==> config.mk <==
export PLATFORM = sky130hd
export DESIGN_NAME = pe_mac_seq
export DESIGN_NICKNAME = d
export VERILOG_FILES = /design/src/rtl/pe_mac_pkg.sv /design/src/rtl/pe_mac_seq_watchdog.sv /design/src/rtl/pe_mac_seq.sv
export SDC_FILE = /design/constraint.sdc
export NUM_CORES = 1
export LEC_CHECK = 0
export CORE_ASPECT_RATIO = 1.25
export CORE_UTILIZATION = 47
export DETAILED_ROUTE_END_ITERATION = 12
export GPL_TIMING_DRIVEN = 0
export MAX_ROUTING_LAYER = met4
export PLACE_DENSITY = 0.92
export SETUP_SLACK_MARGIN = 0.02
export SYNTH_ARGS = -nofsm -noshare
export SYNTH_HDL_FRONTEND = slang
export SYNTH_SLANG_ARGS = --single-unit
export TNS_END_PERCENT = 100
==> constraint.sdc <==
create_clock -name aclk -period 4.7 [get_ports aclk]
set_clock_uncertainty 0.2 [all_clocks]
set_input_delay 0.94 -clock aclk [delete_from_list [all_inputs] [get_ports aclk]]
set_output_delay 0.94 -clock aclk [all_outputs]
set_load 0.005 [all_outputs]
==> src/rtl/pe_mac_pkg.sv <==
// pe_mac_pkg
//   Shared definitions for the PE MAC sequencer.
//   - state_t      : sequencer FSM states (3-bit encoding)
//   - N            : default vector length / PE RAM depth (2**L_RAM_SIZE_DFLT)
//   - RES_TIMEOUT  : result word presented after a watchdog timeout
package pe_mac_pkg;

    typedef enum logic [2:0] {
        ST_IDLE  = 3'd0,
        ST_LOAD  = 3'd1,
        ST_CLR   = 3'd2,
        ST_ADDR  = 3'd3,
        ST_ISSUE = 3'd4,
        ST_WAIT  = 3'd5,
        ST_DONE  = 3'd6
    } state_t;

    localparam int L_RAM_SIZE_DFLT = 3;
    localparam int N               = 2 ** L_RAM_SIZE_DFLT;
    localparam int WAIT_MAX_DFLT   = 31;

    localparam logic [15:0] RES_TIMEOUT = 16'hFFFF;

endpackage

==> src/rtl/pe_mac_seq_watchdog.sv <==
// pe_mac_watchdog
//   Clear/enable cycle counter with a terminal flag. The count advances on
//   every enabled cycle and saturates at MAX-1; hit is raised on the MAX-th
//   consecutive enabled cycle since the last clear.
// Ports
//   aclk     in   clock
//   aresetn  in   synchronous active-low reset
//   clr      in   return the count to zero
//   en       in   count this cycle
//   hit      out  terminal flag (combinational from count and en)
module pe_mac_watchdog #(
    parameter int MAX = 31
) (
    input  logic aclk,
    input  logic aresetn,
    input  logic clr,
    input  logic en,
    output logic hit
);

    localparam int W = $clog2(MAX + 1);
    localparam logic [W-1:0] ONE  = {{(W-1){1'b0}}, 1'b1};
    localparam logic [W-1:0] TERM = W'(MAX - 1);

    logic [W-1:0] count_reg;

    always_ff @(posedge aclk) begin
        if (!aresetn || clr) begin
            count_reg <= '0;
        end else if (en && !hit) begin
            count_reg <= count_reg + ONE;
        end
    end

    assign hit = en && (count_reg == TERM);

endmodule

==> src/rtl/pe_mac_seq.sv <==
// pe_mac_seq
//   Upstream sequencer for one MAC processing element. Consumes a byte stream
//   of N B-weights (written into the PE RAM) followed by N A-operands (one PE
//   MAC each) and returns the PE's 16-bit dot product on a valid/ready port.
// Ports
//   aclk, aresetn          clock, synchronous active-low reset
//   s_valid/s_ready/s_data input byte stream (B-weights, then A-operands)
//   res_valid/res_ready/res_data  dot-product result
//   err                    sticky timeout flag (always 0 without PEMAC_TIMEOUT_EN)
//   pe_aresetn             PE accumulator clear (active-low)
//   pe_din/pe_addr/pe_we   PE RAM write port / read address
//   pe_ain/pe_valid        PE A operand and MAC issue strobe
//   pe_dvalid/pe_dout      PE result strobe and accumulated value
// Build option
//   PEMAC_TIMEOUT_EN : enables the WAIT watchdog (pe_mac_watchdog, WAIT_MAX cycles).
module pe_mac_seq
    import pe_mac_pkg::*;
#(
    parameter int L_RAM_SIZE = L_RAM_SIZE_DFLT,
    parameter int WAIT_MAX   = WAIT_MAX_DFLT
) (
    input  logic                  aclk,
    input  logic                  aresetn,
    input  logic                  s_valid,
    output logic                  s_ready,
    input  logic [7:0]            s_data,
    output logic                  res_valid,
    input  logic                  res_ready,
    output logic [15:0]           res_data,
    output logic                  err,
    output logic                  pe_aresetn,
    output logic [7:0]            pe_din,
    output logic [L_RAM_SIZE-1:0] pe_addr,
    output logic                  pe_we,
    output logic [7:0]            pe_ain,
    output logic                  pe_valid,
    input  logic                  pe_dvalid,
    input  logic [15:0]           pe_dout
);

    localparam logic [L_RAM_SIZE-1:0] LAST_IDX = '1;
    localparam logic [L_RAM_SIZE-1:0] IDX_ONE  = {{(L_RAM_SIZE-1){1'b0}}, 1'b1};

    if (L_RAM_SIZE < 1 || WAIT_MAX < 2) begin : g_bad_params
        $error("pe_mac_seq: L_RAM_SIZE must be >= 1 and WAIT_MAX >= 2");
    end

    state_t                  state_reg;
    logic [L_RAM_SIZE-1:0]   idx_reg;
    logic                    s_ready_reg;
    logic                    res_valid_reg;
    logic [15:0]             res_data_reg;
    logic                    pe_aresetn_reg;
    logic [7:0]              pe_din_reg;
    logic [L_RAM_SIZE-1:0]   pe_addr_reg;
    logic                    pe_we_reg;
    logic [7:0]              pe_ain_reg;
    logic                    pe_valid_reg;

`ifdef PEMAC_TIMEOUT_EN
    logic err_reg;
    logic wd_hit;

    // Counter runs only while waiting on the PE; any other state re-arms it.
    pe_mac_watchdog #(
        .MAX (WAIT_MAX)
    ) u_watchdog (
        .aclk    (aclk),
        .aresetn (aresetn),
        .clr     (state_reg != ST_WAIT),
        .en      (state_reg == ST_WAIT),
        .hit     (wd_hit)
    );

    assign err = err_reg;
`else
    assign err = 1'b0;
`endif

    always_ff @(posedge aclk) begin
        if (!aresetn) begin
            state_reg      <= ST_IDLE;
            idx_reg        <= '0;
            s_ready_reg    <= 1'b0;
            res_valid_reg  <= 1'b0;
            res_data_reg   <= '0;
            pe_aresetn_reg <= 1'b0;
            pe_din_reg     <= '0;
            pe_addr_reg    <= '0;
            pe_we_reg      <= 1'b0;
            pe_ain_reg     <= '0;
            pe_valid_reg   <= 1'b0;
`ifdef PEMAC_TIMEOUT_EN
            err_reg        <= 1'b0;
`endif
        end else begin
            // Write and issue strobes are single-cycle unless re-armed below.
            pe_we_reg    <= 1'b0;
            pe_valid_reg <= 1'b0;

            case (state_reg)
                ST_IDLE: begin
                    idx_reg        <= '0;
                    s_ready_reg    <= 1'b1;
                    pe_aresetn_reg <= 1'b1;
                    state_reg      <= ST_LOAD;
                end

                ST_LOAD: begin
                    if (s_valid && s_ready_reg) begin
                        pe_we_reg   <= 1'b1;
                        pe_addr_reg <= idx_reg;
                        pe_din_reg  <= s_data;
                        if (idx_reg == LAST_IDX) begin
                            // Last weight: pulse the PE clear during CLR.
                            idx_reg        <= '0;
                            s_ready_reg    <= 1'b0;
                            pe_aresetn_reg <= 1'b0;
                            state_reg      <= ST_CLR;
                        end else begin
                            idx_reg <= idx_reg + IDX_ONE;
                        end
                    end
                end

                ST_CLR: begin
                    idx_reg        <= '0;
                    pe_aresetn_reg <= 1'b1;
                    s_ready_reg    <= 1'b1;
                    state_reg      <= ST_ADDR;
                end

                ST_ADDR: begin
                    if (s_valid && s_ready_reg) begin
                        // Address and operand are presented together with the
                        // issue strobe and held until the PE answers.
                        pe_ain_reg   <= s_data;
                        pe_addr_reg  <= idx_reg;
                        pe_valid_reg <= 1'b1;
                        s_ready_reg  <= 1'b0;
                        state_reg    <= ST_ISSUE;
                    end
                end

                ST_ISSUE: begin
                    state_reg <= ST_WAIT;
                end

                ST_WAIT: begin
                    if (pe_dvalid) begin
                        if (idx_reg == LAST_IDX) begin
                            res_data_reg  <= pe_dout;
                            res_valid_reg <= 1'b1;
                            state_reg     <= ST_DONE;
                        end else begin
                            idx_reg     <= idx_reg + IDX_ONE;
                            s_ready_reg <= 1'b1;
                            state_reg   <= ST_ADDR;
                        end
                    end
`ifdef PEMAC_TIMEOUT_EN
                    else if (wd_hit) begin
                        err_reg       <= 1'b1;
                        res_data_reg  <= RES_TIMEOUT;
                        res_valid_reg <= 1'b1;
                        state_reg     <= ST_DONE;
                    end
`endif
                end

                ST_DONE: begin
                    if (res_ready) begin
                        res_valid_reg <= 1'b0;
                        state_reg     <= ST_IDLE;
                    end
                end

                default: begin
                    s_ready_reg <= 1'b0;
                    state_reg   <= ST_IDLE;
                end
            endcase
        end
    end

    assign s_ready    = s_ready_reg;
    assign res_valid  = res_valid_reg;
    assign res_data   = res_data_reg;
    // Gated with aresetn so the PE is held in reset for the whole reset window.
    assign pe_aresetn = pe_aresetn_reg & aresetn;
    assign pe_din     = pe_din_reg;
    assign pe_addr    = pe_addr_reg;
    assign pe_we      = pe_we_reg;
    assign pe_ain     = pe_ain_reg;
    assign pe_valid   = pe_valid_reg;

endmodule

==> results.json <==
{
  "wl_per_cell_um": 12.8,
  "syn2layout_area_growth_pct": 44.9,
  "synth_area_leaders": "dfxtp_1, mux2i_1, nand2_1",
  "synth_seq_area_share_pct": 49.1,
  "start_util_pct": 49.2,
  "layout-drive-gt1-share_pct": 6.99,
  "critPathRequiredTime_ns": 3.56,
  "first_iter_violations": 60,
  "period_share_pct": 67.7,
  "largest_register_ffs": 16,
  "synth-seq-cells": 46,
  "postCtsHoldBufs": 0,
  "htreeDepth": 2,
  "status": "complete, no violations",
  "cts_tree": "done",
  "vias": 1740,
  "grt_pass1_wl_um": 7140,
  "slowest_delay_ns": 0.49,
  "nFillCells": 323,
  "grt_setup_unrepaired": "no",
  "yosys_warnings": 0,
  "cts-root-buf": "clkbuf_8",
  "dpl_cell_area_um2": 2630,
  "multi_input_area_um2": 868,
  "avgSynthCellArea_um2": 8.94,
  "hp-class": "reg -> reg",
  "track_usage_pct": 22.9,
  "cts_buffer_depth": 2,
  "peakVddDrop_mv": 0.261,
  "cts_made_buffers": 5,
  "clk_latency_ns": 0.30,
  "async_flop_share_pct": 0,
  "p_leak_nw": 1.06,
  "yosysTopAreaCell": "dfxtp_1",
  "synth_nets": 242,
  "syn_area_um2": 1880,
  "ctsResizeCount": 0,
  "hold_viol_final": 0,
  "worstSetupPathType": "in -> out",
  "crit_top_cell": "clkdlybuf4s50_1",
  "path_cells": "clkdlybuf4s50_1 > and2_1 > clkdlybuf4s50_1",
  "ys.flop_type": "dfxtp_1",
  "finalMaxSlewViolations": 0,
  "drt_wl_total_um": 4340,
  "die_y_um": 72.7,
  "power_density_nw_per_um2": 262,
  "clkTransAtPathRegs_ns": 0.09,
  "register_area_um2": 921,
  "design.core.area_um2": 3820,
  "synth_edf_count": 0,
  "nNetsFinal": 317,
  "die_width_um": 58.5,
  "crit_path_top_delay_cell": "clkdlybuf4s50_1",
  "synth_cell_types": 37,
  "synth_cells": 210,
  "setup_viol": 0,
  "final_area_um2": 2720,
  "maxCapViolCount": 0,
  "layout_min_cycle_time_ns": 3.18,
  "drc": 0,
  "critPathMaxFanout": 2,
  "gp_congestion": 0.885,
  "ios": 70,
  "setup_tns_ns": 0,
  "ys_top_cells_by_count": "dfxtp_1, nand2_1, a21oi_1, nor2_1, mux2i_1",
  "hpwl_um": 3190,
  "fmax_mhz": 314,
  "yosysMostFrequentCell": "dfxtp_1",
  "routed_via_density": 5.12,
  "grt_start_max_net_pins": 17,
  "dr.pass1.iters": 4,
  "post_cts_buffers": 0,
  "antenna_cells": 0,
  "synth_top_cell_area_share_pct": 49.1,
  "fp-row-count": 25,
  "port_buffers": 68,
  "die_area_um2": 4250,
  "critPathArrivalTime_ns": 2.04,
  "numClockSinks": 46,
  "antenna_found_initial": 0,
  "crit_path_start_kind": "input port",
  "grt_pass1_vias": 1611,
  "ant_nets": 0,
  "overflow": 0,
  "endpoint_kind": "output pin"
}
## cells by family after synthesis
family | synth area share (%)
AOI/OAI and AO/OA | 14.8
adders and majority gates | 2.00
buffers and inverters | 4.67
DFF | 49.1
muxes | 10.1
other | 0.200
and+or+nand+nor | 19.1
## stage by stage
step           hold WS (ns)  setup WS (ns)  utilization [%]  total power, W  std cells
2_1_floorplan         0.244           2.48                -        0.000433        210
3_3_place_gp          0.241           1.52             68.8        0.000471        332
4_1_cts               0.261           1.51             71.2        0.000719        340
6_report              0.258           1.52             71.2        0.000713        340
5_1_grt               0.286           1.48             71.2        0.000743        340
3_5_place_dp          0.248           1.52             68.8        0.000472        332
## critical path, delay by kind of cell
family	cells	cell delay, ns
AND/OR/NAND/NOR	1	0.12
buffers and inverters	2	0.98
## metal layers
metal	track usage, %	up-vias	wire length [um]
li1	-	868	-
met1	25.5	801	1760
met4	8.47	0	68
met5	-	-	0
met3	6.74	7	297
met2	38.6	64	2210
## power by group
part           internal [W]  switching [W]  total (W)  leakage (nW)
Clock              0.000107       0.000142   0.000249        0.0447
Combinational     0.0000368      0.0000281  0.0000649         0.644
Sequential         0.000394     0.00000504   0.000399         0.372
## path summary, 6_finish.rpt
| kind | start | depth (start not counted) | slack (ns) | to |
|---|---|---|---|---|
| worst max-delay path | aresetn | 3 | 1.52 | pe_aresetn |
| worst min-delay path | res_data[5] | 2 | 0.26 | res_data[5] |
| worst max register to register | idx_reg[0] | 6 | 2.87 | state_reg[2] |
| worst min register to register | res_data[5] | 2 | 0.26 | res_data[5] |
## final cells by class
cell class                      instances  share of cell area, %
Sequential cell                        46                   33.9
Clock buffer                            5                   2.53
Tap cell                               54                   2.49
Buffer                                 13                   2.67
Inverter                                4                  0.552
Multi-Input combinational cell        147                   31.9
Clock inverter                          3                  0.920
Timing Repair Buffer                   68                   25.0
## cell usage in the layout (no fill, tap or decap), drive strengths merged
cell	netlist	routed
a211oi	1	1
a21o	1	1
a21oi	24	24
a22o	2	2
a22oi	1	1
a311oi	3	3
a31oi	3	3
and2	2	2
and2b	1	1
and3	3	3
buf	7	7
clkbuf	6	11
clkdlybuf4s50	0	68
clkinv	0	1
clkinvlp	0	1
conb	1	1
dfxtp	46	46
ha	3	3
inv	4	5
mux2i	19	19
nand2	37	37
nand2b	2	2
nand3	2	2
nand3b	1	1
nand4	2	2
nand4b	1	1
nor2	24	24
nor3	2	2
o2111ai	1	1
o211ai	1	1
o21ai	5	5
o21bai	1	1
o221ai	1	1
o31ai	2	2
or2	1	1
(Power assumes the default switching activity.)
